`src/rtl/ram_ctrl_pkg.sv`:
```
// Shared constants for the RAM burst controller and the RAM it drives.
// State encodings are plain constants so legacy netlists keep the same codes.
package ram_ctrl_pkg;

  localparam int RAM_WIDTH = 8;
  localparam int RAM_DEPTH = 32;

  typedef logic [1:0] state_t;

  localparam state_t ST_IDLE  = 2'd0;
  localparam state_t ST_WRITE = 2'd1;
  localparam state_t ST_READ  = 2'd2;
  localparam state_t ST_DONE  = 2'd3;

endpackage

```
`src/rtl/ram_burst_ctrl_if.sv`:
```
// Host request/data bus plus RAM port of the burst controller.
// The slave modport is the controller's view; master is the host+RAM environment.
interface ram_burst_ctrl_if #(
  parameter int WIDTH = 8,
  parameter int DEPTH = 32
);
  localparam int AW = $clog2(DEPTH);
  localparam int LW = $clog2(DEPTH) + 1;

  logic             req_valid;
  logic             req_ready;
  logic             req_wr;
  logic [AW-1:0]    req_addr;
  logic [LW-1:0]    req_len;
  logic             wdata_valid;
  logic             wdata_ready;
  logic [WIDTH-1:0] wdata;
  logic             rdata_valid;
  logic [WIDTH-1:0] rdata;
  logic             done;
  logic             err;
  logic             ram_wr_rd;
  logic [AW-1:0]    ram_addr;
  logic [WIDTH-1:0] ram_data_in;
  logic [WIDTH-1:0] ram_data_out;
  logic             ram_full;
  logic             ram_empty;

  modport slave (
    input  req_valid, req_wr, req_addr, req_len, wdata_valid, wdata,
           ram_data_out, ram_full, ram_empty,
    output req_ready, wdata_ready, rdata_valid, rdata, done, err,
           ram_wr_rd, ram_addr, ram_data_in
  );

  modport master (
    output req_valid, req_wr, req_addr, req_len, wdata_valid, wdata,
           ram_data_out, ram_full, ram_empty,
    input  req_ready, wdata_ready, rdata_valid, rdata, done, err,
           ram_wr_rd, ram_addr, ram_data_in
  );

endinterface

```
`src/rtl/ram_burst_ctrl.sv`:
```
// Burst initiator for the single-port RAM: one write or read burst per request,
// consecutive addresses with wrap, write data on valid/ready, read data with a valid strobe.
//
// state    | meaning
// ---------+-----------------------------------------------------------
// ST_IDLE  | waiting for a request; req_ready=1
// ST_WRITE | one RAM write per wdata_valid beat until remaining hits 0
// ST_READ  | one RAM read per cycle, no stall, until remaining hits 0
// ST_DONE  | single cycle: done=1, err reports accumulated full/empty hits
module ram_burst_ctrl
  import ram_ctrl_pkg::*;
#(
  parameter int WIDTH = RAM_WIDTH,
  parameter int DEPTH = RAM_DEPTH
) (
  input logic             clk,
  input logic             rst,
  ram_burst_ctrl_if.slave bus
);

  localparam int AW = $clog2(DEPTH);
  localparam int LW = $clog2(DEPTH) + 1;

  state_t        state;
  logic [AW-1:0] cur_addr;
  logic [LW-1:0] remaining;
  logic          err_acc;
  logic          rdata_valid_q;

  logic          beat;
  logic          issue;
  logic [LW-1:0] len_clamped;
  logic [AW-1:0] next_addr;

  assign beat  = (state == ST_WRITE) && bus.wdata_valid;
  assign issue = (state == ST_READ);

  assign len_clamped = (bus.req_len > LW'(DEPTH)) ? LW'(DEPTH) : bus.req_len;

  // Explicit wrap keeps the arithmetic modulo DEPTH even for non-power-of-two depths.
  assign next_addr = (cur_addr == AW'(DEPTH - 1)) ? '0 : cur_addr + 1'b1;

  assign bus.req_ready   = (state == ST_IDLE);
  assign bus.wdata_ready = (state == ST_WRITE);
  assign bus.ram_wr_rd   = beat;
  assign bus.ram_addr    = cur_addr;
  assign bus.ram_data_in = bus.wdata;
  assign bus.rdata       = bus.ram_data_out;
  assign bus.rdata_valid = rdata_valid_q;
  assign bus.done        = (state == ST_DONE);
  assign bus.err         = (state == ST_DONE) && err_acc;

  always_ff @(posedge clk or negedge rst) begin
    if (!rst) begin
      state         <= ST_IDLE;
      cur_addr      <= '0;
      remaining     <= '0;
      err_acc       <= 1'b0;
      rdata_valid_q <= 1'b0;
    end else begin
      // The RAM registers its output, so read data trails its address by one cycle.
      rdata_valid_q <= issue;
      case (state)
        ST_IDLE: begin
          if (bus.req_valid) begin
            cur_addr  <= bus.req_addr;
            remaining <= len_clamped;
            err_acc   <= 1'b0;
            if (len_clamped == '0) state <= ST_DONE;
            else if (bus.req_wr)   state <= ST_WRITE;
            else                   state <= ST_READ;
          end
        end
        ST_WRITE: begin
          if (bus.wdata_valid) begin
            cur_addr  <= next_addr;
            remaining <= remaining - 1'b1;
            err_acc   <= err_acc | bus.ram_full;
            if (remaining == LW'(1)) state <= ST_DONE;
          end
        end
        ST_READ: begin
          cur_addr  <= next_addr;
          remaining <= remaining - 1'b1;
          err_acc   <= err_acc | bus.ram_empty;
          if (remaining == LW'(1)) state <= ST_DONE;
        end
        ST_DONE: state <= ST_IDLE;
        default: state <= ST_IDLE;
      endcase
    end
  end

endmodule

```
`src/flat_wrapper.sv`:
```
// flat-port wrapper written by rule: the top's interface ports become plain ports
module ram_burst_ctrl_flat import ram_ctrl_pkg::*;
#(
  parameter int WIDTH = RAM_WIDTH,
  parameter int DEPTH = RAM_DEPTH
)
  (clk, rst, bus_req_valid, bus_req_wr, bus_req_addr, bus_req_len, bus_wdata_valid, bus_wdata, bus_ram_data_out, bus_ram_full, bus_ram_empty, bus_req_ready, bus_wdata_ready, bus_rdata_valid, bus_rdata, bus_done, bus_err, bus_ram_wr_rd, bus_ram_addr, bus_ram_data_in);
  ram_burst_ctrl_if #(.WIDTH(WIDTH), .DEPTH(DEPTH)) bus_i ();
  input logic clk;
  input logic rst;
  input wire logic [$bits(bus_i.req_valid)-1:0] bus_req_valid;
  input wire logic [$bits(bus_i.req_wr)-1:0] bus_req_wr;
  input wire logic [$bits(bus_i.req_addr)-1:0] bus_req_addr;
  input wire logic [$bits(bus_i.req_len)-1:0] bus_req_len;
  input wire logic [$bits(bus_i.wdata_valid)-1:0] bus_wdata_valid;
  input wire logic [$bits(bus_i.wdata)-1:0] bus_wdata;
  input wire logic [$bits(bus_i.ram_data_out)-1:0] bus_ram_data_out;
  input wire logic [$bits(bus_i.ram_full)-1:0] bus_ram_full;
  input wire logic [$bits(bus_i.ram_empty)-1:0] bus_ram_empty;
  output wire logic [$bits(bus_i.req_ready)-1:0] bus_req_ready;
  output wire logic [$bits(bus_i.wdata_ready)-1:0] bus_wdata_ready;
  output wire logic [$bits(bus_i.rdata_valid)-1:0] bus_rdata_valid;
  output wire logic [$bits(bus_i.rdata)-1:0] bus_rdata;
  output wire logic [$bits(bus_i.done)-1:0] bus_done;
  output wire logic [$bits(bus_i.err)-1:0] bus_err;
  output wire logic [$bits(bus_i.ram_wr_rd)-1:0] bus_ram_wr_rd;
  output wire logic [$bits(bus_i.ram_addr)-1:0] bus_ram_addr;
  output wire logic [$bits(bus_i.ram_data_in)-1:0] bus_ram_data_in;
  assign bus_i.req_valid = bus_req_valid;
  assign bus_i.req_wr = bus_req_wr;
  assign bus_i.req_addr = bus_req_addr;
  assign bus_i.req_len = bus_req_len;
  assign bus_i.wdata_valid = bus_wdata_valid;
  assign bus_i.wdata = bus_wdata;
  assign bus_i.ram_data_out = bus_ram_data_out;
  assign bus_i.ram_full = bus_ram_full;
  assign bus_i.ram_empty = bus_ram_empty;
  assign bus_req_ready = bus_i.req_ready;
  assign bus_wdata_ready = bus_i.wdata_ready;
  assign bus_rdata_valid = bus_i.rdata_valid;
  assign bus_rdata = bus_i.rdata;
  assign bus_done = bus_i.done;
  assign bus_err = bus_i.err;
  assign bus_ram_wr_rd = bus_i.ram_wr_rd;
  assign bus_ram_addr = bus_i.ram_addr;
  assign bus_ram_data_in = bus_i.ram_data_in;
  ram_burst_ctrl #(.WIDTH(WIDTH), .DEPTH(DEPTH)) u_core (.clk(clk), .rst(rst), .bus(bus_i));
endmodule
```
`config.mk`:
```
export PLATFORM = sky130hd
export DESIGN_NAME = ram_burst_ctrl_flat
export DESIGN_NICKNAME = d
export VERILOG_FILES = /design/src/rtl/ram_ctrl_pkg.sv /design/src/rtl/ram_burst_ctrl_if.sv /design/src/rtl/ram_burst_ctrl.sv /design/src/flat_wrapper.sv
export SDC_FILE = /design/constraint.sdc
export NUM_CORES = 1
export LEC_CHECK = 0
export ABC_AREA = 1
export ABC_CLOCK_PERIOD_IN_PS = 4800
export CORE_ASPECT_RATIO = 0.7
export CORE_MARGIN = 2
export CORE_UTILIZATION = 41
export CTS_CLUSTER_SIZE = 16
export DETAILED_ROUTE_END_ITERATION = 8
export GPL_TIMING_DRIVEN = 1
export PLACE_DENSITY = 0.94
export SYNTH_ARGS = -nofsm -noshare
export SYNTH_HDL_FRONTEND = slang
export SYNTH_SLANG_ARGS = --single-unit
```
`constraint.sdc`:
```
create_clock -name clk -period 4.8 [get_ports clk]
set_clock_uncertainty 0.1 [all_clocks]
set_input_delay 0.72 -clock clk [delete_from_list [all_inputs] [get_ports clk]]
set_output_delay 0.72 -clock clk [all_outputs]
set_load 0.02 [all_outputs]
```
==> metrics.txt <==
Tcrit/Tclk final=56.7%; Simple-Gate Fraction of Synth Area=31.4%; Peak VDD IR=0.370 mV; Lkg Pwr=0.674 nW; Worst-Margin Slew=0.675 ns; CTS sink cnt=15; Clock power frac=10.0%; Seq/Total Area, Yosys=33.7%; Internal=515 uW; switching share of power=50.5%; Final min period=2.72 ns; max incr delay on CP=0.59 ns; Bufs and invs on worst path=3; Total Wirelength=2420 um; setup TNS=0 ns; 1st-iter DRT viols=26; RSZ-0062 raised after global routing=no; Ant. Diodes=0; DP Cell Count=200; Mapped Cells=156; reg-to-reg endpoint=u_core.remaining[3]; type of origin of the critical path=primary input; clock-pin slew on the worst setup and hold paths=0.06 ns; Post-CTS Setup Bufs=0; combinational share of power=65.3%; type of the worst setup path=in2out; fmax=368 MHz; die height=47.6 um; hold crit path type=reg2reg; clk buf depth=2; HP Start=u_core.err_acc; Via Count=1003; hold slack=0.415 ns; Post-Syn Area=1110 um^2; DIE AREA=3150 um^2; crit path capture type=output port; Root Driver=clkbuf_8; initial antenna violation count=0; outcome=complete, no violations; core area=2510 um^2; share of cells above drive strength 1=7.06%; dpl ws=2.08 ns; worst r2r src=u_core.state[0]; Yosys cell types=20; # DRC=0; routed vias/inst=4.92; Compound-Gate Fraction of Synth Area=6.64%; CTS tree=yes; switching power=525 uW; H-tree depth=1; synthesized area per cell=7.13 um^2; r2r setup slk=2.66 ns; Final #Nets=213; Buffers on Ports=28; Final HPWL DP=1830 um; clock buffer count from CTS=3; max-slew violations=0; row count=15; post_cts resized=0; Worst Setup SP=bus_wdata_valid; Final Hold Violating Endpoints=0; Initial Util=44.2%; count of warnings emitted by yosys=0; gr usage total=16.1%; Non-Filler Instances=204; grt ovf=0; routed len/inst=11.9 um; CP arrival=1.90 ns; GP Congestion=0.812; clk_lat worst skew=0.25 ns; CP Max Fanout=2; mux share of post-synthesis cell area=0%; area share of fa/ha/maj cells after synthesis=9.00%; Synth Net Count=198; Die Width=66.3 um; Tot Pwr=1.04 mW; design area=1350 um^2; number of global-route vias before repair=926; Filler cells=246; CTS Hold Buffers Added=0; Power Density=774 nW/um^2; first-pass GRT wire length=3860 um; reg2reg path depth=7; placed instance area=1300 um^2; Worst Path Required=3.98 ns; end of the worst hold path=u_core.err_acc; Crit-path slowest cell=clkdlybuf4s50_1; hold depth=2; area grow syn2layout=20.9%; drt first pass iters=6; pin count of the biggest net entering global routing=16; Maximum Capacitance Violations=0; post-route setup slack=2.08 ns; #FFs+latches synth=15; final setup vio count=0; sequential group share of total power=24.7%; family with the most delay on the worst path=buffers and inverters; Most common cell on crit path=clkdlybuf4s50_1; CP Cell Sequence=clkdlybuf4s50_1 -> nand2_1 -> inv_1 -> clkdlybuf4s50_1; DRT antenna net count=0; utilization after layout=53.5%; relative slew slack=54.8%; largest family of logic cells by synthesized area=simple AND/OR/NAND/NOR gates; Top Ports=61; Post-Synth XOR/XNOR Area=1.57%
==> synthesized netlist by cell type <==
cell       n  area (um^2)
nand2_1   50          188
o21ai_0    8         40.0
buf_2      1         5.00
xnor2_1    1         8.76
nor2_1    15         56.3
buf_4     16          120
a31oi_1    1         6.26
nor2_4     1         11.3
ha_1       8          100
a22oi_1    1         7.51
dfrtp_1   15          375
a21oi_1    4         20.0
inv_1     14         52.6
nor2_2     3         18.8
nand3b_1   1         7.51
buf_6      1         11.3
inv_2      2         7.51
nand3_1   11         55.1
nand2_2    2         12.5
xor2_1     1         8.76
==> worst min-delay path: stages (launching register included) <==
cell and delay (ns):
dfrtp_1 0.35, a21oi_1 0.04, nor2_1 0.08
==> cell usage in the layout (no fill, tap or decap), types with 3 or more instances in the layout <==
cell and n:
dfrtp_1 15, nor2_2 3, nand2_1 50, nor2_1 15
inv_1 14, a21oi_1 4, ha_1 8, o21ai_0 8
clkbuf_8 3, nand3_1 11, clkdlybuf4s50_1 28
==> routing by layer <==
| layer | global-route usage (%) | vias to the layer above | share of wire, % |
|---|---|---|---|
| met5 | 0 | - | 0 |
| met4 | 1.22 | 0 | 0.58 |
| met2 | 29.8 | 41 | 48 |
| met1 | 19.4 | 459 | 43 |
| li1 | - | 501 | - |
| met3 | 5.41 | 2 | 7.5 |
==> flip-flops by register name (all words and copies together), names as in the netlist <==
| signal | count |
|---|---|
| u_core.bus.rdata_valid | 1 |
| u_core.err_acc | 1 |
| u_core.state | 2 |
| u_core.bus.ram_addr | 5 |
| u_core.remaining | 6 |
==> cell families (layout without fill, tap and decap cells) <==
kind of cell,count (synthesis),after routing
buffers and inverters,34,48
XOR/XNOR,2,2
flip-flops,15,15
adder cells (fa/ha/maj),8,8
AO/OA/AOI/OAI,14,14
AND/OR/NAND/NOR,83,83
==> power by group through the flow <==
stage | clock network, mW | logic [mW] | registers, mW
after floorplan | 0 | 0.484 | 0.276
after global placement | 0 | 0.650 | 0.254
after detailed placement | 0 | 0.675 | 0.257
after CTS | 0.104 | 0.683 | 0.256
after global routing | 0.108 | 0.769 | 0.264
final | 0.104 | 0.679 | 0.257
==> area by class of cell <==
cell class | count | area, um^2 | share of cell area [%]
Multi-Input combinational cell | 107 | 541 | 40.2
Inverter | 16 | 60.1 | 4.47
Sequential cell | 15 | 375 | 27.9
Clock buffer | 3 | 41.3 | 3.07
Clock inverter | 1 | 5.00 | 0.372
Tap cell | 34 | 42.5 | 3.16
Timing Repair Buffer | 28 | 280 | 20.8
==> how the worst max path moves through the flow <==
stage,to,slack (ns),cells past startpoint
6_report,bus_ram_wr_rd,2.08,4
5_1_grt,bus_ram_wr_rd,2.01,4
4_1_cts,bus_ram_wr_rd,2.08,4
3_5_place_dp,bus_ram_wr_rd,2.08,4
3_3_place_gp,bus_ram_wr_rd,2.10,4
2_1_floorplan,bus_ram_wr_rd,2.99,4
Note: power is estimated with default switching activity, not from simulation.
